<file path="src/rtl/gen_pixel_sink_if.sv">
// Generator handshake plus framebuffer write port of the pixel sink.
// master = the sink itself, slave = generator / framebuffer side.
interface gen_pixel_sink_if #(
    parameter int WIDTH  = 32,
    parameter int ADDR_W = 12
);
    logic                    gen_start;
    logic signed [WIDTH-1:0] gen_arg0;
    logic signed [WIDTH-1:0] gen_arg1;
    logic signed [WIDTH-1:0] gen_arg2;
    logic                    gen_ready;
    logic                    gen_valid;
    logic                    gen_done;
    logic signed [WIDTH-1:0] gen_out0;
    logic signed [WIDTH-1:0] gen_out1;
    logic                    wr_valid;
    logic                    wr_ready;
    logic [ADDR_W-1:0]       wr_addr;

    modport master (
        output gen_start, gen_arg0, gen_arg1, gen_arg2, gen_ready,
        output wr_valid, wr_addr,
        input  gen_valid, gen_done, gen_out0, gen_out1,
        input  wr_ready
    );

    modport slave (
        input  gen_start, gen_arg0, gen_arg1, gen_arg2, gen_ready,
        input  wr_valid, wr_addr,
        output gen_valid, gen_done, gen_out0, gen_out1,
        output wr_ready
    );
endinterface

</file>
<file path="src/rtl/gen_pixel_sink.sv">
// Launches a coordinate generator, clips its points to the screen and queues
// linear framebuffer addresses in a show-ahead FIFO for the write arbiter.
module gen_pixel_sink #(
    parameter int WIDTH    = 32,
    parameter int DEPTH    = 8,
    parameter int SCREEN_W = 64,
    parameter int SCREEN_H = 64,
    parameter int ADDR_W   = 12
) (
    input  logic                    _clock,
    input  logic                    _reset,
    input  logic                    cmd_start,
    input  logic signed [WIDTH-1:0] cmd_arg0,
    input  logic signed [WIDTH-1:0] cmd_arg1,
    input  logic signed [WIDTH-1:0] cmd_arg2,
    gen_pixel_sink_if.master        bus,
    output logic                    busy,
    output logic                    done,
    output logic [15:0]             pixel_count,
    output logic [15:0]             clip_count
);
    localparam int AW = $clog2(DEPTH);
    localparam logic signed [WIDTH-1:0] SCR_W = WIDTH'(SCREEN_W);
    localparam logic signed [WIDTH-1:0] SCR_H = WIDTH'(SCREEN_H);

    typedef enum logic [2:0] {
        ST_IDLE  = 3'd0,
        ST_START = 3'd1,
        ST_RUN   = 3'd2,
        ST_DRAIN = 3'd3,
        ST_DONE  = 3'd4
    } state_t;

    function automatic logic [15:0] sat_inc(input logic [15:0] v);
        if (v == 16'hFFFF) begin
            sat_inc = v;
        end else begin
            sat_inc = v + 16'd1;
        end
    endfunction

    state_t                  state_r;
    state_t                  state_nxt_s;
    logic signed [WIDTH-1:0] arg0_r;
    logic signed [WIDTH-1:0] arg1_r;
    logic signed [WIDTH-1:0] arg2_r;
    logic [ADDR_W-1:0]       mem_r [DEPTH];
    logic [AW-1:0]           wr_ptr_r;
    logic [AW-1:0]           rd_ptr_r;
    logic [AW:0]             count_r;
    logic [AW:0]             count_nxt_s;
    logic                    full_s;
    logic                    empty_s;
    logic                    gen_ready_s;
    logic                    in_bounds_s;
    logic [ADDR_W-1:0]       addr_s;
    logic                    accept_s;
    logic                    push_s;
    logic                    pop_s;
    logic                    launch_s;

    assign full_s    = (count_r == (AW+1)'(DEPTH));
    assign empty_s   = (count_r == {(AW+1){1'b0}});
    assign launch_s  = (state_r == ST_IDLE) && cmd_start;
    assign accept_s  = bus.gen_valid && gen_ready_s;
    assign push_s    = accept_s && in_bounds_s;
    assign pop_s     = !empty_s && bus.wr_ready;

    // Signed bounds test; modular arithmetic in ADDR_W bits equals truncating the full product.
    assign in_bounds_s = !bus.gen_out0[WIDTH-1] && (bus.gen_out0 < SCR_W) &&
                         !bus.gen_out1[WIDTH-1] && (bus.gen_out1 < SCR_H);
    assign addr_s = bus.gen_out1[ADDR_W-1:0] * ADDR_W'(SCREEN_W) + bus.gen_out0[ADDR_W-1:0];

    // FSM state register
    always_ff @(posedge _clock) begin
        if (_reset) begin
            state_r <= ST_IDLE;
        end else begin
            state_r <= state_nxt_s;
        end
    end

    // FSM next-state logic
    always_comb begin
        state_nxt_s = state_r;
        case (state_r)
            ST_IDLE:  state_nxt_s = cmd_start ? ST_START : ST_IDLE;
            ST_START: state_nxt_s = ST_RUN;
            ST_RUN:   state_nxt_s = (bus.gen_done && gen_ready_s) ? ST_DRAIN : ST_RUN;
            ST_DRAIN: state_nxt_s = (count_nxt_s == {(AW+1){1'b0}}) ? ST_DONE : ST_DRAIN;
            ST_DONE:  state_nxt_s = ST_IDLE;
            default:  state_nxt_s = ST_IDLE;
        endcase
    end

    // FSM output decode; ready uses the registered count so a pop never bypasses into it
    always_comb begin
        bus.gen_start = 1'b0;
        gen_ready_s   = 1'b0;
        busy          = 1'b1;
        done          = 1'b0;
        case (state_r)
            ST_IDLE:  busy          = 1'b0;
            ST_START: bus.gen_start = 1'b1;
            ST_RUN:   gen_ready_s   = !full_s;
            ST_DRAIN: gen_ready_s   = 1'b0;
            ST_DONE:  done          = 1'b1;
            default:  busy          = 1'b0;
        endcase
        bus.gen_ready = gen_ready_s;
    end

    // Argument latch and per-run counters
    always_ff @(posedge _clock) begin
        if (_reset) begin
            arg0_r      <= {WIDTH{1'b0}};
            arg1_r      <= {WIDTH{1'b0}};
            arg2_r      <= {WIDTH{1'b0}};
            pixel_count <= 16'd0;
            clip_count  <= 16'd0;
        end else if (launch_s) begin
            arg0_r      <= cmd_arg0;
            arg1_r      <= cmd_arg1;
            arg2_r      <= cmd_arg2;
            pixel_count <= 16'd0;
            clip_count  <= 16'd0;
        end else if (accept_s) begin
            if (in_bounds_s) begin
                pixel_count <= sat_inc(pixel_count);
            end else begin
                clip_count  <= sat_inc(clip_count);
            end
        end
    end

    assign bus.gen_arg0 = arg0_r;
    assign bus.gen_arg1 = arg1_r;
    assign bus.gen_arg2 = arg2_r;

    // FIFO occupancy after this edge
    always_comb begin
        if (push_s && !pop_s) begin
            count_nxt_s = count_r + (AW+1)'(1'b1);
        end else if (pop_s && !push_s) begin
            count_nxt_s = count_r - (AW+1)'(1'b1);
        end else begin
            count_nxt_s = count_r;
        end
    end

    // FIFO pointers and count; pointers wrap naturally at DEPTH
    always_ff @(posedge _clock) begin
        if (_reset) begin
            wr_ptr_r <= {AW{1'b0}};
            rd_ptr_r <= {AW{1'b0}};
            count_r  <= {(AW+1){1'b0}};
        end else begin
            if (push_s) begin
                wr_ptr_r <= wr_ptr_r + AW'(1'b1);
            end
            if (pop_s) begin
                rd_ptr_r <= rd_ptr_r + AW'(1'b1);
            end
            count_r <= count_nxt_s;
        end
    end

    // FIFO storage, left unreset; the read port is masked while empty
    always_ff @(posedge _clock) begin
        if (push_s) begin
            mem_r[wr_ptr_r] <= addr_s;
        end
    end

    // Show-ahead write port
    always_comb begin
        bus.wr_valid = !empty_s;
        if (empty_s) begin
            bus.wr_addr = {ADDR_W{1'b0}};
        end else begin
            bus.wr_addr = mem_r[rd_ptr_r];
        end
    end
endmodule

</file>
<file path="src/flat_wrapper.sv">
// flat-port wrapper written by rule: the top's interface ports become plain ports
module gen_pixel_sink_flat 
#(
    parameter int WIDTH    = 32,
    parameter int DEPTH    = 8,
    parameter int SCREEN_W = 64,
    parameter int SCREEN_H = 64,
    parameter int ADDR_W   = 12
)
  (_clock, _reset, cmd_start, cmd_arg0, cmd_arg1, cmd_arg2, busy, done, pixel_count, clip_count, bus_gen_start, bus_gen_arg0, bus_gen_arg1, bus_gen_arg2, bus_gen_ready, bus_wr_valid, bus_wr_addr, bus_gen_valid, bus_gen_done, bus_gen_out0, bus_gen_out1, bus_wr_ready);
  gen_pixel_sink_if #(.WIDTH(WIDTH), .ADDR_W(ADDR_W)) bus_i ();
  input  logic _clock;
  input  logic _reset;
  input  logic cmd_start;
  input  logic signed [WIDTH-1:0] cmd_arg0;
  input  logic signed [WIDTH-1:0] cmd_arg1;
  input  logic signed [WIDTH-1:0] cmd_arg2;
  output logic busy;
  output logic done;
  output logic [15:0] pixel_count;
  output logic [15:0] clip_count;
  output wire logic [$bits(bus_i.gen_start)-1:0] bus_gen_start;
  output wire logic [$bits(bus_i.gen_arg0)-1:0] bus_gen_arg0;
  output wire logic [$bits(bus_i.gen_arg1)-1:0] bus_gen_arg1;
  output wire logic [$bits(bus_i.gen_arg2)-1:0] bus_gen_arg2;
  output wire logic [$bits(bus_i.gen_ready)-1:0] bus_gen_ready;
  output wire logic [$bits(bus_i.wr_valid)-1:0] bus_wr_valid;
  output wire logic [$bits(bus_i.wr_addr)-1:0] bus_wr_addr;
  input wire logic [$bits(bus_i.gen_valid)-1:0] bus_gen_valid;
  input wire logic [$bits(bus_i.gen_done)-1:0] bus_gen_done;
  input wire logic [$bits(bus_i.gen_out0)-1:0] bus_gen_out0;
  input wire logic [$bits(bus_i.gen_out1)-1:0] bus_gen_out1;
  input wire logic [$bits(bus_i.wr_ready)-1:0] bus_wr_ready;
  assign bus_gen_start = bus_i.gen_start;
  assign bus_gen_arg0 = bus_i.gen_arg0;
  assign bus_gen_arg1 = bus_i.gen_arg1;
  assign bus_gen_arg2 = bus_i.gen_arg2;
  assign bus_gen_ready = bus_i.gen_ready;
  assign bus_wr_valid = bus_i.wr_valid;
  assign bus_wr_addr = bus_i.wr_addr;
  assign bus_i.gen_valid = bus_gen_valid;
  assign bus_i.gen_done = bus_gen_done;
  assign bus_i.gen_out0 = bus_gen_out0;
  assign bus_i.gen_out1 = bus_gen_out1;
  assign bus_i.wr_ready = bus_wr_ready;
  gen_pixel_sink #(.WIDTH(WIDTH), .DEPTH(DEPTH), .SCREEN_W(SCREEN_W), .SCREEN_H(SCREEN_H), .ADDR_W(ADDR_W)) u_core (._clock(_clock), ._reset(_reset), .cmd_start(cmd_start), .cmd_arg0(cmd_arg0), .cmd_arg1(cmd_arg1), .cmd_arg2(cmd_arg2), .bus(bus_i), .busy(busy), .done(done), .pixel_count(pixel_count), .clip_count(clip_count));
endmodule
</file>
<file path="config.mk">
export PLATFORM = sky130hd
export DESIGN_NAME = gen_pixel_sink_flat
export DESIGN_NICKNAME = d
export VERILOG_FILES = /design/src/rtl/gen_pixel_sink_if.sv /design/src/rtl/gen_pixel_sink.sv /design/src/flat_wrapper.sv
export SDC_FILE = /design/constraint.sdc
export NUM_CORES = 1
export LEC_CHECK = 0
export CORE_MARGIN = 1
export CORE_UTILIZATION = 45
export DETAILED_ROUTE_END_ITERATION = 6
export PLACE_DENSITY = 0.89
export SYNTH_ARGS = -nofsm -noshare
export SYNTH_HDL_FRONTEND = slang
export SYNTH_SLANG_ARGS = --single-unit
</file>
<file path="constraint.sdc">
create_clock -name _clock -period 4.7 [get_ports _clock]
set_input_delay 0.94 -clock _clock [delete_from_list [all_inputs] [get_ports _clock]]
set_output_delay 0.94 -clock _clock [all_outputs]
set_load 0.01 [all_outputs]
</file>
======== After elaboration in Yosys (flattened, before gate mapping) ========
Memories as Yosys holds them, arrays and structs flattened. A register that Yosys moved wholly into a read port is not among the register bits.
Cells that the tools add are included.
word-level totals
  register bits after elaboration ......... 141
  bits in writable memories ............... 96
  output and inout bits ................... 145
  logic and storage cells ................. 67
  memories ................................ 1
memory list
  memory        words  width  read ports  clocked after Yosys merged registers in  wr ports  line                  source
  u_core.mem_r  8      12     1           1                                        1         gen_pixel_sink.sv:47  logic [ADDR_W-1:0] mem_r [DEPTH];
operators by class
  add/subtract/negate cells ............... 7
  magnitude comparators ................... 2
  equality and inequality tests ........... 7
  muxes and demuxes ....................... 15
  bitwise gates (word level) .............. 3
  reduce and logical (&&, ||, !) cells .... 23
operators by type and width
  kind                   number
  $lt 32x8->1 const B    2
  $add 16x1->16 const B  2
  $eq 16x16->1 const B   2
  $add 12x12->12         1
  $mux 12                1
  $pmux 3 s4             1
  $logic_and 1x1->1      10
  $mux 3                 3
  $logic_not 4->1        2
  $mux 1                 8
  $mux 4                 2
  $add 3x1->3 const B    2
  $eq 3x2->1 const B     2
  $logic_not 1->1        6
  $reduce_and 3->1       2
  $add 4x1->4 const B    1
  $eq 4x4->1 const B     1
  $reduce_or 4->1        1
  $sub 4x1->4 const B    1
  $eq 3x1->1 const B     1
  $eq 3x3->1 const B     1
  $logic_not 3->1        1
  $not 1->1              3
  $reduce_or 2->1        1

======== Logic depth before layout (Yosys ltp) ========
  word-level depth ........................ 12
  gate-level depth with buffers ........... 11
  gate-level depth less buffers ........... 9

======== Worst setup path before layout ========
No wires, ideal clock.
  kind .................................... input to register
  from .................................... input bus_gen_out0[17]
  to ...................................... memory u_core.mem_r[4][0], enable pin
  library setup time ...................... 0.417 ns
  arrival ................................. 3.104 ns
  slack ................................... 1.179 ns
  cell stages on the path ................. 5
  cell sequence ........................... nor4_1 nand4_1 nor3_1 nand2_1 nor4b_1
on the way
  word-level cells in the longest chain between the ends .. 7
ends and longest elaborated chain
  item                             line                   source
  from (decl)                      flat_wrapper.sv:31     input wire logic [$bits(bus_i.gen_out0)-1:0] bus_gen_out0;
  $lt 32x8->1                      gen_pixel_sink.sv:70   assign in_bounds_s = !bus.gen_out0[WIDTH-1] && (bus.gen_out0 < SCR_W) &&
  $logic_and 1x1->1 (2 in series)  gen_pixel_sink.sv:70
  $logic_and 1x1->1                gen_pixel_sink.sv:71   !bus.gen_out1[WIDTH-1] && (bus.gen_out1 < SCR_H);
  $logic_and 1x1->1                gen_pixel_sink.sv:66   assign push_s = accept_s && in_bounds_s;
  $mux 1                           gen_pixel_sink.sv:170  if (push_s) begin
  $mux 1 (implied by the code)     gen_pixel_sink.sv:171  mem_r[wr_ptr_r] <= addr_s;
  to (decl)                        gen_pixel_sink.sv:47
No other way between the ends.

==> results.py <==
metrics = {
    "routing": {
        "drtPass1Iterations": 5,
        "ant_nets": 0,
        "drtIter0Drc": 516,
        "vias": 7704,
        "routed_via_density": 5.216,
        "wirelength_um": 26860,
        "drc_errors": 0,
        "wl_per_cell_um": 18.18,
    },
    "setup_path": {
        "worst-setup-path-type": "flip-flop to primary output",
        "crit_arrival_ps": 2860,
        "end_kind": "primary output",
        "ff2ff_path_depth": 9,
        "r2r-end": "u_core.state_r[2]$_SDFF_PP0_",
        "crit_path_start_kind": "flip-flop",
        "reg2reg_slack_ps": 1420,
        "reg2reg_from": "u_core.count_r[0]$_SDFF_PP0_",
        "worstPathRequired_ps": 3760,
        "cp-endpoint": "bus_wr_addr[11]",
        "crit_fanout": 24,
    },
    "global_route": {
        "grt_start_max_net_pins": 99,
        "antenna_found_initial": 1,
        "overflow": 0,
        "grt_pass1_wl_um": 41250,
        "gr-usage-all-layers_pct": 24.31,
        "grt_pass1_vias": 7893,
    },
    "layout": {
        "fin_util_pct": 67.05,
        "mostFrequentLayoutCells": "309 x clkdlybuf4s50_1, 220 x nand2_1, 144 x dfxtp_1",
        "final_common_cell": "clkdlybuf4s50_1",
        "postLayoutCellArea_um2": 13740,
        "n_fill_cell": 1463,
        "multi_input_area_um2": 3543,
        "drive_gt1_share_pct": 7.960,
        "fin_nets": 1365,
        "area_delta_synth_final_pct": 44.35,
        "regArea_um2": 5766,
    },
    "pwr": {
        "p_leak_nw": 4.707,
        "ir_drop_mv": 0.2941,
        "p_per_area_nw_per_um2": 347.9,
        "total_power_w": 0.004780,
    },
    "clock_tree": {
        "worstSkewPairLatency_ps": 520,
        "cts_resized": 0,
        "cts_buffers": 25,
        "cts.htree.levels": 1,
        "ctsHoldBuffers": 0,
        "cts_buffer_depth": 3,
        "root_buffer": "clkbuf_16",
        "clock-sinks": 240,
        "cts_tree": "done",
        "clk_pin_slew_ps": 60,
        "cts_setup_buffers": 0,
    },
    "timing": {
        "finalCritPeriodShare_pct": 80.78,
        "hold_viol": 0,
        "finalSetupViolCount": 0,
        "setup_tns_ps": 0,
        "drv_slew": 0,
        "slew_headroom_pct": 20.87,
        "tightestPinTransition_ps": 1185,
        "max_freq_ghz": 0.2634,
        "rsz0062_at_grt": "false",
        "timing.hold.ws_ps": 452.9,
        "clock_skew_ps": 8.209,
        "min_period_ps": 3797,
    },
    "synthesis": {
        "synth-edff-count": 96,
        "syn_area_per_cell_um2": 10.71,
        "synth_nets": 1067,
        "ys_types": 46,
        "synth_area_um2": 9519,
        "syn_inst": 889,
        "yosys_register_bits": 240,
        "async_flop_share_pct": 0,
        "synth_warnings": 0,
        "synth-main-ff-cell": "dfxtp_1",
        "ys_seq_area_share_pct": 60.57,
    },
    "die": {
        "die_y_um": 147.4,
        "die_x_um": 147.4,
        "fp-row-count": 52,
        "initial_utilization_pct": 46.45,
        "io_pins": 311,
        "dieArea_um2": 21740,
        "core_area_um2": 20490,
    },
    "place": {
        "io_buffers": 310,
        "dp_hpwl_um": 18370,
        "gp_congestion": 0.8203,
        "placed_area_um2": 12910,
    },
    "min_path": {
        "holdCritPathClass": "flip-flop to flip-flop",
    },
    "status": {
        "status": "finished clean",
    },
    "flow_run": {
        "cap_violations": 0,
    },
}
-- synthesized netlist by cell type (6+ instances only) --
| cell type | number | area (um2) |
|---|---|---|
| a21oi_1 | 106 | 530.5 |
| buf_1 | 7 | 26.28 |
| clkbuf_1 | 42 | 157.7 |
| dfxtp_1 | 144 | 2883 |
| edfxtp_1 | 96 | 2883 |
| ha_1 | 11 | 137.6 |
| inv_1 | 15 | 56.30 |
| mux2i_1 | 15 | 150.1 |
| mux4_2 | 24 | 540.5 |
| nand2_1 | 220 | 825.8 |
| nand3_1 | 16 | 80.08 |
| nand4_1 | 7 | 43.79 |
| nor2_1 | 56 | 210.2 |
| nor3_1 | 11 | 55.05 |
| nor4_1 | 19 | 118.9 |
| o21ai_0 | 6 | 30.03 |
| or3_1 | 6 | 37.54 |
| xnor2_1 | 26 | 227.7 |
| xor2_1 | 11 | 96.34 |
-- worst min-delay path by stage --
stage / cells after the start / from / slack, ps / end
3_5_place_dp: 2 / u_core.bus.gen_arg1[18]$_SDFFE_PP0P_ / 450 / u_core.bus.gen_arg1[18]$_SDFFE_PP0P_
3_3_place_gp: 2 / u_core.bus.gen_arg0[28]$_SDFFE_PP0P_ / 440 / u_core.bus.gen_arg0[28]$_SDFFE_PP0P_
5_1_grt: 2 / u_core.bus.gen_arg0[16]$_SDFFE_PP0P_ / 460 / u_core.bus.gen_arg0[16]$_SDFFE_PP0P_
6_report: 2 / u_core.bus.gen_arg1[18]$_SDFFE_PP0P_ / 450 / u_core.bus.gen_arg1[18]$_SDFFE_PP0P_
4_1_cts: 2 / u_core.bus.gen_arg0[16]$_SDFFE_PP0P_ / 450 / u_core.bus.gen_arg0[16]$_SDFFE_PP0P_
2_1_floorplan: 2 / u_core.rd_ptr_r[1]$_SDFFE_PP0P_ / 450 / flip-flop
-- layout make-up --
| class | count | share of cell area [%] |
|---|---|---|
| antenna | 1 | 0.01821 |
| clock buffer | 34 | 5.163 |
| clock inverter | 12 | 0.8924 |
| inverter | 15 | 0.4098 |
| multi-input combinational | 583 | 25.79 |
| sequential | 240 | 41.96 |
| tap | 270 | 2.459 |
| timing repair buffer | 322 | 23.31 |
-- per-stage QoR --
step           cells  setup slack [ps]
2_1_floorplan    889              1179
3_3_place_gp    1430             931.2
3_5_place_dp    1430             789.8
4_1_cts         1476             859.0
5_1_grt         1477             727.4
6_report        1477             903.3
-- metal layers --
layer | up-vias | share of wire (%) | track usage, %
li1 | 3692 | - | -
met1 | 3659 | 38 | 28.13
met2 | 286 | 51 | 42.78
met3 | 67 | 7.0 | 6.451
met4 | 0 | 4.1 | 9.639
met5 | - | 0 | 0
-- critical path: stages (launching register included) --
cell and delay (ps):
dfxtp_1 1100, mux4_2 380, mux2i_1 80, nor2_1 210, clkdlybuf4s50_1 570
-- sequential cells by signal, summed over array words and instances (netlist names), named ones only --
register and flops:
u_core.bus.gen_arg0 32, u_core.bus.gen_arg1 32, u_core.mem_r 96, u_core.count_r 4
u_core.bus.gen_arg2 32, u_core.wr_ptr_r 3, u_core.state_r 3, u_core.pixel_count 16
u_core.clip_count 16, u_core.rd_ptr_r 3
-- where the power goes --
group	total (W)	internal, W	switching (W)
sequential	0.00227	0.00224	0.0000332
clock	0.00197	0.00117	0.000804
combinational	0.000531	0.000280	0.000251
total	0.00478	0.00369	0.00109
-- kinds of logic after synthesis --
family                   after synthesis  synth area share [%]
adder cells (fa/ha/maj)               12                 1.656
XOR/XNOR                              37                 3.404
AND/OR/NAND/NOR                      370                 17.43
flip-flops                           240                 60.57
buffers and inverters                 66                 2.629
multiplexers                          39                 7.255
AO/OA/AOI/OAI                        125                 7.059
(Power assumes the default switching activity.)
==> RTL edit, RTL diff (config.mk and constraints unchanged) <==
Reset style: asynchronous (`_reset`), changed in 3 clocked blocks.
--- a/src/rtl/gen_pixel_sink.sv
+++ b/src/rtl/gen_pixel_sink.sv
@@ -72,7 +72,7 @@
     assign addr_s = bus.gen_out1[ADDR_W-1:0] * ADDR_W'(SCREEN_W) + bus.gen_out0[ADDR_W-1:0];
 
     // FSM state register
-    always_ff @(posedge _clock) begin
+    always_ff @(posedge _clock or posedge _reset) begin
         if (_reset) begin
             state_r <= ST_IDLE;
         end else begin
@@ -111,7 +111,7 @@
     end
 
     // Argument latch and per-run counters
-    always_ff @(posedge _clock) begin
+    always_ff @(posedge _clock or posedge _reset) begin
         if (_reset) begin
             arg0_r      <= {WIDTH{1'b0}};
             arg1_r      <= {WIDTH{1'b0}};
@@ -149,7 +149,7 @@
     end
 
     // FIFO pointers and count; pointers wrap naturally at DEPTH
-    always_ff @(posedge _clock) begin
+    always_ff @(posedge _clock or posedge _reset) begin
         if (_reset) begin
             wr_ptr_r <= {AW{1'b0}};
             rd_ptr_r <= {AW{1'b0}};
Behaviour: differs if _reset is asserted again (counterexample within 4 cycles, from zero or initial values and one cycle with _reset high); with _reset held inactive, the same outputs for 4 cycles.
==> RTL edit against the original RTL <==
- critical endpoint is now bus_wr_valid
- highest routed layer unchanged
- die area up 5.0%
- final area up 4.2%
- non-clock buffer count up 2
- cell count up 0.47%
- sequential share of layout area up 2.8 points
- worst hold slack better by 0.018 ns
- critical path type unchanged
- routed wire length down 1.4%
- worst setup slack worse by 0.060 ns
- sequential cell count down 3
- count of clock-buffer cells in the layout unchanged
- area after synthesis up 5.0%
Power is not compared: it rests on default switching activity, and its combinational part moved more than twofold at a synthesized area within 25%.
==> RTL edit: results (changes against the original RTL) <==
----------------------------------------------------
[Place]
  HPWL after DPL ... 18190 um (was 18370 um)
  Final weighted congestion in routability-driven placement ... 0.8187 (was 0.8203)

[Status]
  Run status ... finished clean (unchanged)

[Detailed routing]
  Drt via density ... 5.191 (was 5.216)
  Routed WL per cell ... 17.85 um (was 18.18 um)
  Number of optimization iterations in the first detailed-route pass ... 4 (was 5)

[Cells and area]
  Fraction of layout cells with a size suffix above 1 ... 0.07724 (was 0.07960)
  Number of fill cells ... 1527 (was 1463)

[Global routing]
  Number of antenna violations at the first check in global routing ... 0 (was 1)
  GRT Total Usage ... 0.2295 (was 0.2431)
  Maximum number of pins on one net before global-route repair ... 103 (was 99)

[Timing]
  Max-Slew Margin vs Limit ... 0.3429 (was 0.2087)
  Final worst clock skew ... 0.007593 ns (was 0.008209 ns)

[Synthesis]
  Flip-flop cell with the highest count after synthesis ... sky130_fd_sc_hd__dfrtp_1 (was sky130_fd_sc_hd__dfxtp_1)
  Synth unique cells ... 49 (was 46)
  Part of the Yosys area used for sequential elements ... 0.6413 (was 0.6057)
  Async set-or-reset flop fraction in the synthesized netlist ... 0.5949 (was 0)
  Commonest cells in the netlist ... 319 x sky130_fd_sc_hd__nand2_1, 141 x sky130_fd_sc_hd__dfrtp_1, 96 x sky130_fd_sc_hd__edfxtp_1, 47 x sky130_fd_sc_hd__nor2_1, 34 x sky130_fd_sc_hd__clkbuf_1 (was 220 x sky130_fd_sc_hd__nand2_1, 144 x sky130_fd_sc_hd__dfxtp_1, 106 x sky130_fd_sc_hd__a21oi_1, 96 x sky130_fd_sc_hd__edfxtp_1, 56 x sky130_fd_sc_hd__nor2_1)
  Ranking of synthesized cells by area ... sky130_fd_sc_hd__dfrtp_1 35%, sky130_fd_sc_hd__edfxtp_1 29%, sky130_fd_sc_hd__nand2_1 12%, sky130_fd_sc_hd__mux4_2 5.4%, sky130_fd_sc_hd__mux2i_1 1.8% (was sky130_fd_sc_hd__dfxtp_1 30%, sky130_fd_sc_hd__edfxtp_1 30%, sky130_fd_sc_hd__nand2_1 8.7%, sky130_fd_sc_hd__mux4_2 5.7%, sky130_fd_sc_hd__a21oi_1 5.6%)

[Clock network]
  TritonCTS Buffers ... 26 (was 25)

[Hold path]
  Capture endpoint of the worst hold path ... u_core.bus.gen_arg2[11] (was u_core.bus.gen_arg1[18])

[Worst setup path]
  Worst endpoint data arrival time ... 2.92 ns (was 2.86 ns)
  Length in cells of the worst reg-to-reg path ... 10 (was 9)
  Max Fanout on Critical Path ... 13 (was 24)
  Worst reg2reg endpoint ... u_core.state_r[1] (was u_core.state_r[2])
  Family with the most delay on the worst path ... buffers and inverters (was flip-flops)

[Power]
  Final Total Pwr ... 7664 uW

----------------------------------------------------
==> RTL edit: cell count changes in the layout (fill, tap and decap cells not counted), moves of 6 or more <==
cell	delta
sky130_fd_sc_hd__a21oi_1	-99
sky130_fd_sc_hd__dfxtp_1	-144
sky130_fd_sc_hd__nor2_1	-10
sky130_fd_sc_hd__nand4_1	+6
sky130_fd_sc_hd__xnor2_1	-6
sky130_fd_sc_hd__nand2_1	+99
sky130_fd_sc_hd__dfrtp_1	+141
==> RTL edit: cell type report <==
cell class / instances / share of cell area
Clock buffer: 34 / 0.05042
Clock inverter: 13 / 0.009175
Inverter: 18 / 0.004981
Multi-Input combinational cell: 578 / 0.2374
Sequential cell: 237 / 0.4477
Tap cell: 280 / 0.02447
Timing Repair Buffer: 324 / 0.2258
==> RTL edit: routing by layer <==
metal | share of wire | GRT usage
met5 | 0 | 0
met1 | 0.38 | 0.2710
met4 | 0.040 | 0.09700
met2 | 0.50 | 0.3940
met3 | 0.078 | 0.06175
==> RTL edit: cells by family (layout without fill, tap and decap cells) <==
family | Yosys count | after routing | synth area share
AND/OR/NAND/NOR | 462 | 462 | 0.2003
flip-flops | 237 | 237 | 0.6413
buffers and inverters | 58 | 389 | 0.02203
multiplexers | 42 | 42 | 0.07209
AO/OA/AOI/OAI | 32 | 32 | 0.02228
XOR/XNOR | 30 | 30 | 0.02628
adder cells (fa/ha/maj) | 12 | 12 | 0.01577
==> RTL edit: through the flow <==
stage / hold slack, ns / setup WS, ns / area (um^2) / cells
final: 0.4712 / 0.8429 / 14320 / 1484
after global placement: 0.4562 / 0.8433 / 13470 / 1437
after global routing: 0.4893 / 0.6019 / 14320 / 1484
after floorplan: 0.5139 / 0.7922 / 10000 / 873
after CTS: 0.4762 / 0.7516 / 14320 / 1484
after detailed placement: 0.4614 / 0.7601 / 13470 / 1437
